[src/rtl/imm_packer_if.sv]
// Request/response bundle for imm_packer: field-level encode request in, encoded instruction beats out.
// slave is the packer's view, master is the requester/consumer's view.
interface imm_packer_if;
   logic        in_valid;
   logic        in_ready;
   logic [6:0]  in_opcode;
   logic [4:0]  in_rd;
   logic [4:0]  in_rs1;
   logic [4:0]  in_rs2;
   logic [2:0]  in_funct3;
   logic [31:0] in_imm;
   logic        in_li;
   logic        out_valid;
   logic        out_ready;
   logic [31:0] out_instr;
   logic        out_last;
   logic        out_err;

   modport slave (
      input  in_valid, in_opcode, in_rd, in_rs1, in_rs2, in_funct3, in_imm, in_li, out_ready,
      output in_ready, out_valid, out_instr, out_last, out_err
   );

   modport master (
      output in_valid, in_opcode, in_rd, in_rs1, in_rs2, in_funct3, in_imm, in_li, out_ready,
      input  in_ready, out_valid, out_instr, out_last, out_err
   );
endinterface

[src/rtl/imm_packer.sv]
// RV32 immediate packer: one-cycle registered encode, outputs held under backpressure.
// Define LI_EXPAND_EN to enable load-immediate expansion into ADDI / LUI / LUI+ADDI beats.
module imm_packer (
   input  logic       clock,
   input  logic       reset,
   imm_packer_if.slave bus
);
   localparam logic [6:0] OP_I_COMP  = 7'b0010011;
   localparam logic [6:0] OP_I_LOAD  = 7'b0000011;
   localparam logic [6:0] OP_I_JALR  = 7'b1100111;
   localparam logic [6:0] OP_I_ENV   = 7'b1110011;
   localparam logic [6:0] OP_S       = 7'b0100011;
   localparam logic [6:0] OP_B       = 7'b1100011;
   localparam logic [6:0] OP_J       = 7'b1101111;
   localparam logic [6:0] OP_U_AUIPC = 7'b0010111;
   localparam logic [6:0] OP_U_LUI   = 7'b0110111;

`ifdef LI_EXPAND_EN
   typedef enum logic [1:0] {IDLE = 2'd0, HOLD = 2'd1, HOLD2 = 2'd2} state_t;
`else
   typedef enum logic [1:0] {IDLE = 2'd0, HOLD = 2'd1} state_t;
`endif

   state_t      state;
   state_t      state_nxt;
   logic        accept;
   logic        two_beat;
   logic        load_beat2;
   logic [31:0] enc_instr;
   logic        enc_err;
   logic [31:0] beat1_instr;
   logic        beat1_err;
   logic [31:0] out_instr_q;
   logic        out_last_q;
   logic        out_err_q;

   logic [31:0] imm;
   logic        sext12_ok;
   logic        sext13_ok;
   logic        sext21_ok;

   assign imm       = bus.in_imm;
   assign sext12_ok = (&imm[31:11]) || !(|imm[31:11]);
   assign sext13_ok = (&imm[31:12]) || !(|imm[31:12]);
   assign sext21_ok = (&imm[31:20]) || !(|imm[31:20]);

   // Format encoder; out-of-range immediates still produce the truncated encoding.
   always_comb begin
      enc_instr = {25'd0, bus.in_opcode};
      enc_err   = 1'b1;
      case (bus.in_opcode)
         OP_I_COMP, OP_I_LOAD, OP_I_JALR: begin
            enc_instr = {imm[11:0], bus.in_rs1, bus.in_funct3, bus.in_rd, bus.in_opcode};
            enc_err   = !sext12_ok;
         end
         OP_S: begin
            enc_instr = {imm[11:5], bus.in_rs2, bus.in_rs1, bus.in_funct3, imm[4:0], bus.in_opcode};
            enc_err   = !sext12_ok;
         end
         OP_B: begin
            enc_instr = {imm[12], imm[10:5], bus.in_rs2, bus.in_rs1, bus.in_funct3,
                         imm[4:1], imm[11], bus.in_opcode};
            enc_err   = !sext13_ok || imm[0];
         end
         OP_J: begin
            enc_instr = {imm[20], imm[10:1], imm[11], imm[19:12], bus.in_rd, bus.in_opcode};
            enc_err   = !sext21_ok || imm[0];
         end
         OP_U_AUIPC, OP_U_LUI: begin
            enc_instr = {imm[31:12], bus.in_rd, bus.in_opcode};
            enc_err   = |imm[11:0];
         end
         OP_I_ENV: begin
            enc_instr = {imm[31:20], imm[4:0], bus.in_funct3, bus.in_rd, bus.in_opcode};
            enc_err   = |imm[19:5];
         end
         default: begin
            enc_instr = {25'd0, bus.in_opcode};
            enc_err   = 1'b1;
         end
      endcase
   end

`ifdef LI_EXPAND_EN
   logic        pending2;
   logic        li_small;
   logic        li_lui_only;
   logic [31:0] li_sum;
   logic [31:0] beat2_instr;
   logic [31:0] beat2_q;

   // hi is rounded so that the sign-extended ADDI low part lands on the exact value.
   assign li_small    = sext12_ok;
   assign li_lui_only = (imm[11:0] == 12'd0);
   assign li_sum      = imm + 32'h0000_0800;
   assign beat2_instr = {imm[11:0], bus.in_rd, 3'b000, bus.in_rd, OP_I_COMP};

   always_comb begin
      beat1_instr = enc_instr;
      beat1_err   = enc_err;
      two_beat    = 1'b0;
      if (bus.in_li) begin
         beat1_err = 1'b0;
         if (li_small) begin
            beat1_instr = {imm[11:0], 5'd0, 3'b000, bus.in_rd, OP_I_COMP};
         end else if (li_lui_only) begin
            beat1_instr = {imm[31:12], bus.in_rd, OP_U_LUI};
         end else begin
            beat1_instr = {li_sum[31:12], bus.in_rd, OP_U_LUI};
            two_beat    = 1'b1;
         end
      end
   end
`else
   logic unused_li;

   assign unused_li   = bus.in_li;
   assign beat1_instr = enc_instr;
   assign beat1_err   = enc_err;
   assign two_beat    = 1'b0;
`endif

   always_ff @(posedge clock) begin
      if (reset) begin
         state <= IDLE;
      end else begin
         state <= state_nxt;
      end
   end

   always_comb begin
      state_nxt = state;
      case (state)
         IDLE: begin
            if (accept) state_nxt = two_beat ? state_t'(2'd2) : HOLD;
         end
         HOLD: begin
            if (accept)             state_nxt = two_beat ? state_t'(2'd2) : HOLD;
            else if (bus.out_ready) state_nxt = IDLE;
         end
`ifdef LI_EXPAND_EN
         HOLD2: begin
            if (bus.out_ready) state_nxt = HOLD;
         end
`endif
         default: state_nxt = IDLE;
      endcase
   end

   always_comb begin
      bus.out_valid = (state != IDLE);
`ifdef LI_EXPAND_EN
      pending2      = (state == HOLD2);
      bus.in_ready  = !pending2 && (!bus.out_valid || bus.out_ready);
      load_beat2    = pending2 && bus.out_ready;
`else
      bus.in_ready  = !bus.out_valid || bus.out_ready;
      load_beat2    = 1'b0;
`endif
      accept        = bus.in_valid && bus.in_ready;
      bus.out_instr = out_instr_q;
      bus.out_last  = out_last_q;
      bus.out_err   = out_err_q;
   end

   always_ff @(posedge clock) begin
      if (reset) begin
         out_instr_q <= 32'd0;
         out_last_q  <= 1'b0;
         out_err_q   <= 1'b0;
`ifdef LI_EXPAND_EN
         beat2_q     <= 32'd0;
`endif
      end else if (accept) begin
         out_instr_q <= beat1_instr;
         out_last_q  <= !two_beat;
         out_err_q   <= beat1_err;
`ifdef LI_EXPAND_EN
         beat2_q     <= beat2_instr;
`endif
      end else if (load_beat2) begin
`ifdef LI_EXPAND_EN
         out_instr_q <= beat2_q;
`endif
         out_last_q  <= 1'b1;
         out_err_q   <= 1'b0;
      end
   end
endmodule
[src/flat_wrapper.sv]
// flat-port wrapper written by rule: the top's interface ports become plain ports
module imm_packer_flat 
  (clock, reset, bus_in_valid, bus_in_opcode, bus_in_rd, bus_in_rs1, bus_in_rs2, bus_in_funct3, bus_in_imm, bus_in_li, bus_out_ready, bus_in_ready, bus_out_valid, bus_out_instr, bus_out_last, bus_out_err);
  imm_packer_if bus_i ();
  input  logic clock;
  input  logic reset;
  input wire logic [$bits(bus_i.in_valid)-1:0] bus_in_valid;
  input wire logic [$bits(bus_i.in_opcode)-1:0] bus_in_opcode;
  input wire logic [$bits(bus_i.in_rd)-1:0] bus_in_rd;
  input wire logic [$bits(bus_i.in_rs1)-1:0] bus_in_rs1;
  input wire logic [$bits(bus_i.in_rs2)-1:0] bus_in_rs2;
  input wire logic [$bits(bus_i.in_funct3)-1:0] bus_in_funct3;
  input wire logic [$bits(bus_i.in_imm)-1:0] bus_in_imm;
  input wire logic [$bits(bus_i.in_li)-1:0] bus_in_li;
  input wire logic [$bits(bus_i.out_ready)-1:0] bus_out_ready;
  output wire logic [$bits(bus_i.in_ready)-1:0] bus_in_ready;
  output wire logic [$bits(bus_i.out_valid)-1:0] bus_out_valid;
  output wire logic [$bits(bus_i.out_instr)-1:0] bus_out_instr;
  output wire logic [$bits(bus_i.out_last)-1:0] bus_out_last;
  output wire logic [$bits(bus_i.out_err)-1:0] bus_out_err;
  assign bus_i.in_valid = bus_in_valid;
  assign bus_i.in_opcode = bus_in_opcode;
  assign bus_i.in_rd = bus_in_rd;
  assign bus_i.in_rs1 = bus_in_rs1;
  assign bus_i.in_rs2 = bus_in_rs2;
  assign bus_i.in_funct3 = bus_in_funct3;
  assign bus_i.in_imm = bus_in_imm;
  assign bus_i.in_li = bus_in_li;
  assign bus_i.out_ready = bus_out_ready;
  assign bus_in_ready = bus_i.in_ready;
  assign bus_out_valid = bus_i.out_valid;
  assign bus_out_instr = bus_i.out_instr;
  assign bus_out_last = bus_i.out_last;
  assign bus_out_err = bus_i.out_err;
  imm_packer u_core (.clock(clock), .reset(reset), .bus(bus_i));
endmodule
[config.mk]
export PLATFORM = sky130hd
export DESIGN_NAME = imm_packer_flat
export DESIGN_NICKNAME = d
export VERILOG_FILES = /design/src/rtl/imm_packer_if.sv /design/src/rtl/imm_packer.sv /design/src/flat_wrapper.sv
export SDC_FILE = /design/constraint.sdc
export NUM_CORES = 1
export LEC_CHECK = 0
export ABC_AREA = 1
export CORE_MARGIN = 2
export CORE_UTILIZATION = 44
export CTS_BUF_LIST = sky130_fd_sc_hd__clkbuf_16
export DETAILED_ROUTE_END_ITERATION = 8
export PLACE_DENSITY_LB_ADDON = 0.15
export SYNTH_ARGS = -nofsm -noshare
export SYNTH_HDL_FRONTEND = slang
export SYNTH_SLANG_ARGS = --single-unit
[constraint.sdc]
create_clock -name clock -period 1.9 [get_ports clock]
set_input_delay 0.285 -clock clock [delete_from_list [all_inputs] [get_ports clock]]
set_output_delay 0.285 -clock clock [all_outputs]
set_load 0.1 [all_outputs]
Word-level counts from Yosys, hierarchy flattened
Index checks and enable logic that the tools add are counted.
{"block": "op_classes", "eq_ne": 12, "reduce_logical": 28, "n_mux": 6}
{"operator": "case mux 32 bit (6 select lines)", "n": 1}
{"operator": "equality test 7 bit (second input constant)", "n": 4}
{"operator": "OR reduction 12 bit", "n": 2}
{"operator": "AND reduction 21 bit", "n": 1}
{"operator": "OR reduction 21 bit", "n": 1}
{"operator": "AND reduction 20 bit", "n": 1}
{"operator": "OR reduction 20 bit", "n": 1}
{"operator": "OR reduction 15 bit", "n": 1}
{"operator": "equality test 7 x 5 -> 1 bit (second input constant)", "n": 2}
{"operator": "equality test 7 x 6 -> 1 bit (second input constant)", "n": 2}
{"operator": "AND reduction 12 bit", "n": 1}
{"operator": "equality test 7 x 2 -> 1 bit (second input constant)", "n": 1}
{"operator": "zero test 1 bit", "n": 7}
{"operator": "logical OR 1 bit", "n": 6}
{"operator": "2-to-1 mux 2 bit", "n": 3}
{"operator": "case mux 1 bit (5 select lines)", "n": 1}
{"operator": "case mux 2 bit (2 select lines)", "n": 1}
{"operator": "OR reduction 4 bit", "n": 1}
{"operator": "!= test 3 x 2 -> 1 bit (second input constant)", "n": 1}
{"operator": "OR reduction 3 bit", "n": 1}
{"operator": "equality test 2 x 1 -> 1 bit (second input constant)", "n": 1}
{"operator": "zero test 2 bit", "n": 1}
{"operator": "!= test 2 x 1 -> 1 bit (second input constant)", "n": 1}
{"operator": "AND reduction 2 bit", "n": 1}
{"operator": "3 further kinds", "n": 3}
{"block": "word_totals", "wordCells": 50, "output_inout_bits": 36, "register_bits": 36, "input_bits": 62}

Logic depth before layout (Yosys ltp)
{"block": "logic_depth", "word_depth": 6, "depth_mapped": 11, "ltp_nobuf": 11}

Worst setup path after synthesis
OpenSTA, ideal clock, no wires.
{"block": "synth_path", "kind": "flip-flop to flip-flop", "from": "reg u_core.state[0]", "to": "reg u_core.out_last_q (netlist: u_core.bus.out_last)", "setup_time_ns": 0.129, "period_less_slack_ns": 2.740, "t_arrival_ns": 2.611, "path_stages_with_launch": 8, "required_ns": 1.771, "path_slack_ns": -0.840, "path_buffers": 2, "path_cell_list": "dfxtp_1 -> nand2_1 -> nand2_1 -> inv_1 -> buf_2 -> buf_2 -> nor2_1 -> nor2_1"}
{"block": "synth_between", "elab_chain_len": 4}
{"element": "from (decl)", "line_no": "imm_packer.sv:24", "source": "state_t state;"}
{"element": "from (signal assigned)", "line_no": "imm_packer.sv:127", "source": "state <= state_nxt;"}
{"element": "nonzero test 2 bit", "line_no": "imm_packer.sv:151", "source": "bus.out_valid = (state != IDLE);"}
{"element": "zero test 1 bit", "line_no": "imm_packer.sv:157", "source": "bus.in_ready = !bus.out_valid || bus.out_ready;"}
{"element": "logical OR 1 bit", "line_no": "imm_packer.sv:157"}
{"element": "via bus_in_ready", "line_no": "flat_wrapper.sv:16", "source": "output wire logic [$bits(bus_i.in_ready)-1:0] bus_in_ready;"}
{"element": "logical AND 1 bit", "line_no": "imm_packer.sv:160", "source": "accept = bus.in_valid && bus.in_ready;"}
{"element": "to (signal assigned)", "line_no": "imm_packer.sv:176", "source": "out_last_q <= !two_beat;"}
{"element": "to (decl)", "line_no": "imm_packer.sv:34", "source": "logic out_last_q;"}
The timed path passes the listed nets, and every way through them passes these cells.
A chain may end at the register's enable or synchronous reset.

Worst setup path after layout
{"block": "layout_path", "from": "in bus_in_opcode[6]", "to": "reg u_core.out_instr_q[7] (netlist: u_core.bus.out_instr[7])"}
{"block": "layout_between", "elab_chain_len": 3, "word_cells_on_any_way": 12, "classes_between": "eq/ne (9); mux (1); reduce/logical (2)"}
{"element": "from (decl)", "line_no": "flat_wrapper.sv:8", "source": "input wire logic [$bits(bus_i.in_opcode)-1:0] bus_in_opcode;"}
{"element": "equality test 7 x 5 -> 1 bit, or another cell as far along", "line_no": "imm_packer.sv:51", "source": "case (bus.in_opcode)"}
{"element": "OR reduction 3 bit / OR reduction 2 bit (equally long branches)", "line_no": "imm_packer.sv:51"}
{"element": "case mux 32 bit (6 select lines) (*)", "line_no": "imm_packer.sv:51"}
{"element": "to (signal assigned)", "line_no": "imm_packer.sv:175", "source": "out_instr_q <= beat1_instr;"}
{"element": "to (decl)", "line_no": "imm_packer.sv:33", "source": "logic [31:0] out_instr_q;"}
Every way passes the cells marked *; elsewhere a longest branch is shown, timed or not.

==> impl_metrics.json <==
{
  "r2r-start": "u_core.state[0]$_SDFFE_PP0P_",
  "critPathMaxStageDelay_ns": 0.54,
  "drt_first_iter_violations": 162,
  "ctsHoldBuffers": 0,
  "antenna_found_initial": 0,
  "diodes": 0,
  "netlist-cell-type-count": 24,
  "critPathTopFamily": "buffers and inverters",
  "cpMostUsedCell": "nand2_1",
  "ant_nets": 0,
  "critPathRequiredTime_ns": 2.11,
  "yosysTopAreaCell": "dfxtp_1",
  "rsz0062_at_grt": "no",
  "dp.cells": 498,
  "postCtsSetupBuffers": 0,
  "timing.setup.tns_ns": 0,
  "gp_congestion": 0.923,
  "finalSetupViolCount": 0,
  "p_leak_nw": 1.47,
  "p_total_mw": 2.15,
  "path_class": "input port to register",
  "hold_violations": 0,
  "drive_above_1_share_pct": 18.1,
  "avgRoutedWirePerCell_um": 12.9,
  "hpwl_mm": 5.19,
  "io_buffers": 96,
  "min_to": "u_core.bus.out_instr[8]$_SDFFE_PP0P_",
  "cts_buffers": 5,
  "firstDrtPassIters": 6,
  "cts_tree": "built",
  "dieArea_um2": 5290,
  "vias": 2563,
  "rr_worst_depth": 6,
  "ys_warn_count": 0,
  "crit_chain": "clkdlybuf4s50_1 > nand2_1 > nor2_4 > buf_4 > nand2_1 > o21ai_0 > nor2_1 > nand2_1 > nand2_1 > a21oi_1",
  "fin_skew_ns": 0.00367,
  "syn_nets": 406,
  "pre_cts_ws_ns": 0.0310,
  "endpoint_kind": "register",
  "min_from": "u_core.bus.out_instr[8]$_SDFFE_PP0P_",
  "finalCritPeriodShare_pct": 84.7,
  "grt_pass1_vias": 2324,
  "yosys-top-cells-area": "dfxtp_1 (34%), nand2_1 (24%), nor2_1 (8.8%)",
  "crit_path_start_kind": "input port",
  "min_period_ns": 1.61,
  "post_drt_via_cell_ratio": 5.07,
  "grt-ovfl-total": 0,
  "track_usage_pct": 25.8,
  "cts.htree.levels": 2,
  "cts_resized": 0,
  "netlist_area_um2": 2080,
  "ioPinCount": 98,
  "ys_ff_latch": 35,
  "fin_nets": 513,
  "critical_path.slowest_cell": "clkdlybuf4s50_1",
  "crit_buf_inv": 2,
  "slew_headroom_pct": 75.4,
  "final_cells": 506,
  "yosysSeqAreaShare_pct": 33.7,
  "netlist_instances": 344,
  "p_per_area_nw_per_um2": 664,
  "clock_sinks": 35,
  "wirelength_mm": 6.55,
  "drc": 0,
  "ir_worst_vdd_uv": 363,
  "synth_top_area_share_pct": 33.7,
  "clkSlewWorstSetupHoldPaths_ns": 0.05,
  "fillers": 425,
  "initial_utilization_pct": 44.9,
  "hold_depth": 2,
  "die_y_um": 72.7,
  "syn2layout_area_growth_pct": 55.7,
  "core_area_um2": 4630,
  "rr_endpoint": "u_core.bus.out_instr[29]$_SDFFE_PP0P_",
  "row_count": 25,
  "maxCapViolCount": 0,
  "timing.fmax_ghz": 0.621,
  "clk_path_buf_depth": 2,
  "arrival_ns": 1.82,
  "min_path_type": "register to register",
  "drv_slew": 0,
  "clock_latency_ns": 0.28,
  "postSynthAreaPerCell_um2": 6.05,
  "path_max_fanout": 5,
  "reg2reg_slack_ns": 0.71,
  "fp.dieW_um": 72.7,
  "outcome": "completed",
  "fin_ws_ns": 0.290,
  "cts-root-buf": "clkbuf_16",
  "grt_first_pass_wirelength_mm": 10.7,
  "grt_max_degree": 31,
  "worst_pin_slew_ns": 0.369
}
-- layer usage --
layer | vias to the layer above | share of wire, % | global-route usage (%)
met1 | 1149 | 46 | 35.3
met3 | 5 | 5.1 | 5.25
met4 | 0 | 1.1 | 8.23
li1 | 1326 | - | -
met2 | 83 | 47 | 40.8
met5 | - | 0 | 0
-- state kept, by name (all words and copies together) (netlist names) --
register              count
u_core.bus.out_instr     32
u_core.bus.out_err        1
u_core.bus.out_last       1
u_core.state              1
-- through the flow --
step	utilization (%)	hold slack (ns)	area, um^2
finish	69.9	0.464	3240
global route	69.9	0.483	3240
CTS	69.9	0.464	3240
detailed placement	66.9	0.456	3100
global placement	66.9	0.453	3100
floorplan	-	0.354	2090
-- layout by cell type (no fill, tap or decap) --
cell type / n
nand4_1: 3
or2_2: 2
nor2_1: 49
a21oi_2: 3
clkinv_2: 1
buf_4: 50
inv_2: 2
nor2_4: 2
inv_1: 14
dfxtp_1: 34
o21ai_1: 4
clkbuf_16: 5
a21oi_1: 35
nor2_2: 3
nand2_2: 7
clkdlybuf4s50_1: 60
nand2_4: 3
dfxtp_2: 1
buf_12: 1
o21ai_0: 18
nand3_1: 19
nand3_2: 1
nor3_4: 1
nand2_1: 131
nand3b_1: 2
a21boi_0: 1
-- cell type report --
cell class	count	area, um^2	area share, %
clock buffer	5	125	3.87
clock inverter	3	12.5	0.387
inverter	14	52.6	1.62
multi-input combinational	284	1280	39.6
sequential	35	702	21.7
tap	54	67.6	2.09
timing repair buffer	111	996	30.8
-- where the power goes --
| group | internal, mW | switching, mW | leakage [nW] | total [mW] |
|---|---|---|---|---|
| clock | 0.473 | 0.294 | 0.0762 | 0.767 |
| combinational | 0.208 | 0.394 | 1.11 | 0.602 |
| sequential | 0.765 | 0.0153 | 0.286 | 0.780 |
-- cell usage after synthesis, drive strengths merged --
master / count
nand2: 141
nor2: 54
a21oi: 38
dfxtp: 35
o21ai: 22
nand3: 20
inv: 14
clkbuf: 6
buf: 5
nand4: 3
nand3b: 2
or2: 2
a21boi: 1
nor3: 1
-- tightest hold or removal path, cell delays in order, from the launching register on --
cell and delay (ns):
dfxtp_1 0.30, nand2_1 0.06, a21oi_1 0.05
-- worst max path at each step --
stage | cells past startpoint | endpoint | slack, ns | start
2_1_floorplan | 7 | u_core.bus.out_last$_SDFFE_PP0P_ | 0.12 | u_core.state[0]$_SDFFE_PP0P_
3_3_place_gp | 10 | u_core.bus.out_instr[7]$_SDFFE_PP0P_ | 0.05 | bus_in_opcode[5]
3_5_place_dp | 9 | u_core.bus.out_instr[15]$_SDFFE_PP0P_ | 0.03 | bus_in_opcode[6]
4_1_cts | 9 | u_core.bus.out_instr[15]$_SDFFE_PP0P_ | 0.32 | bus_in_opcode[6]
5_1_grt | 9 | u_core.bus.out_instr[15]$_SDFFE_PP0P_ | 0.12 | bus_in_opcode[5]
6_report | 10 | u_core.bus.out_instr[7]$_SDFFE_PP0P_ | 0.29 | bus_in_opcode[6]
-- cell families (layout without fill, tap and decap cells) --
| family | after synthesis | in the layout | synth area share [%] |
|---|---|---|---|
| AOI/OAI and AO/OA | 61 | 61 | 15.3 |
| buffers and inverters | 25 | 133 | 5.05 |
| DFF | 35 | 35 | 33.7 |
| and+or+nand+nor | 223 | 223 | 45.9 |
(Power assumes the default switching activity.)
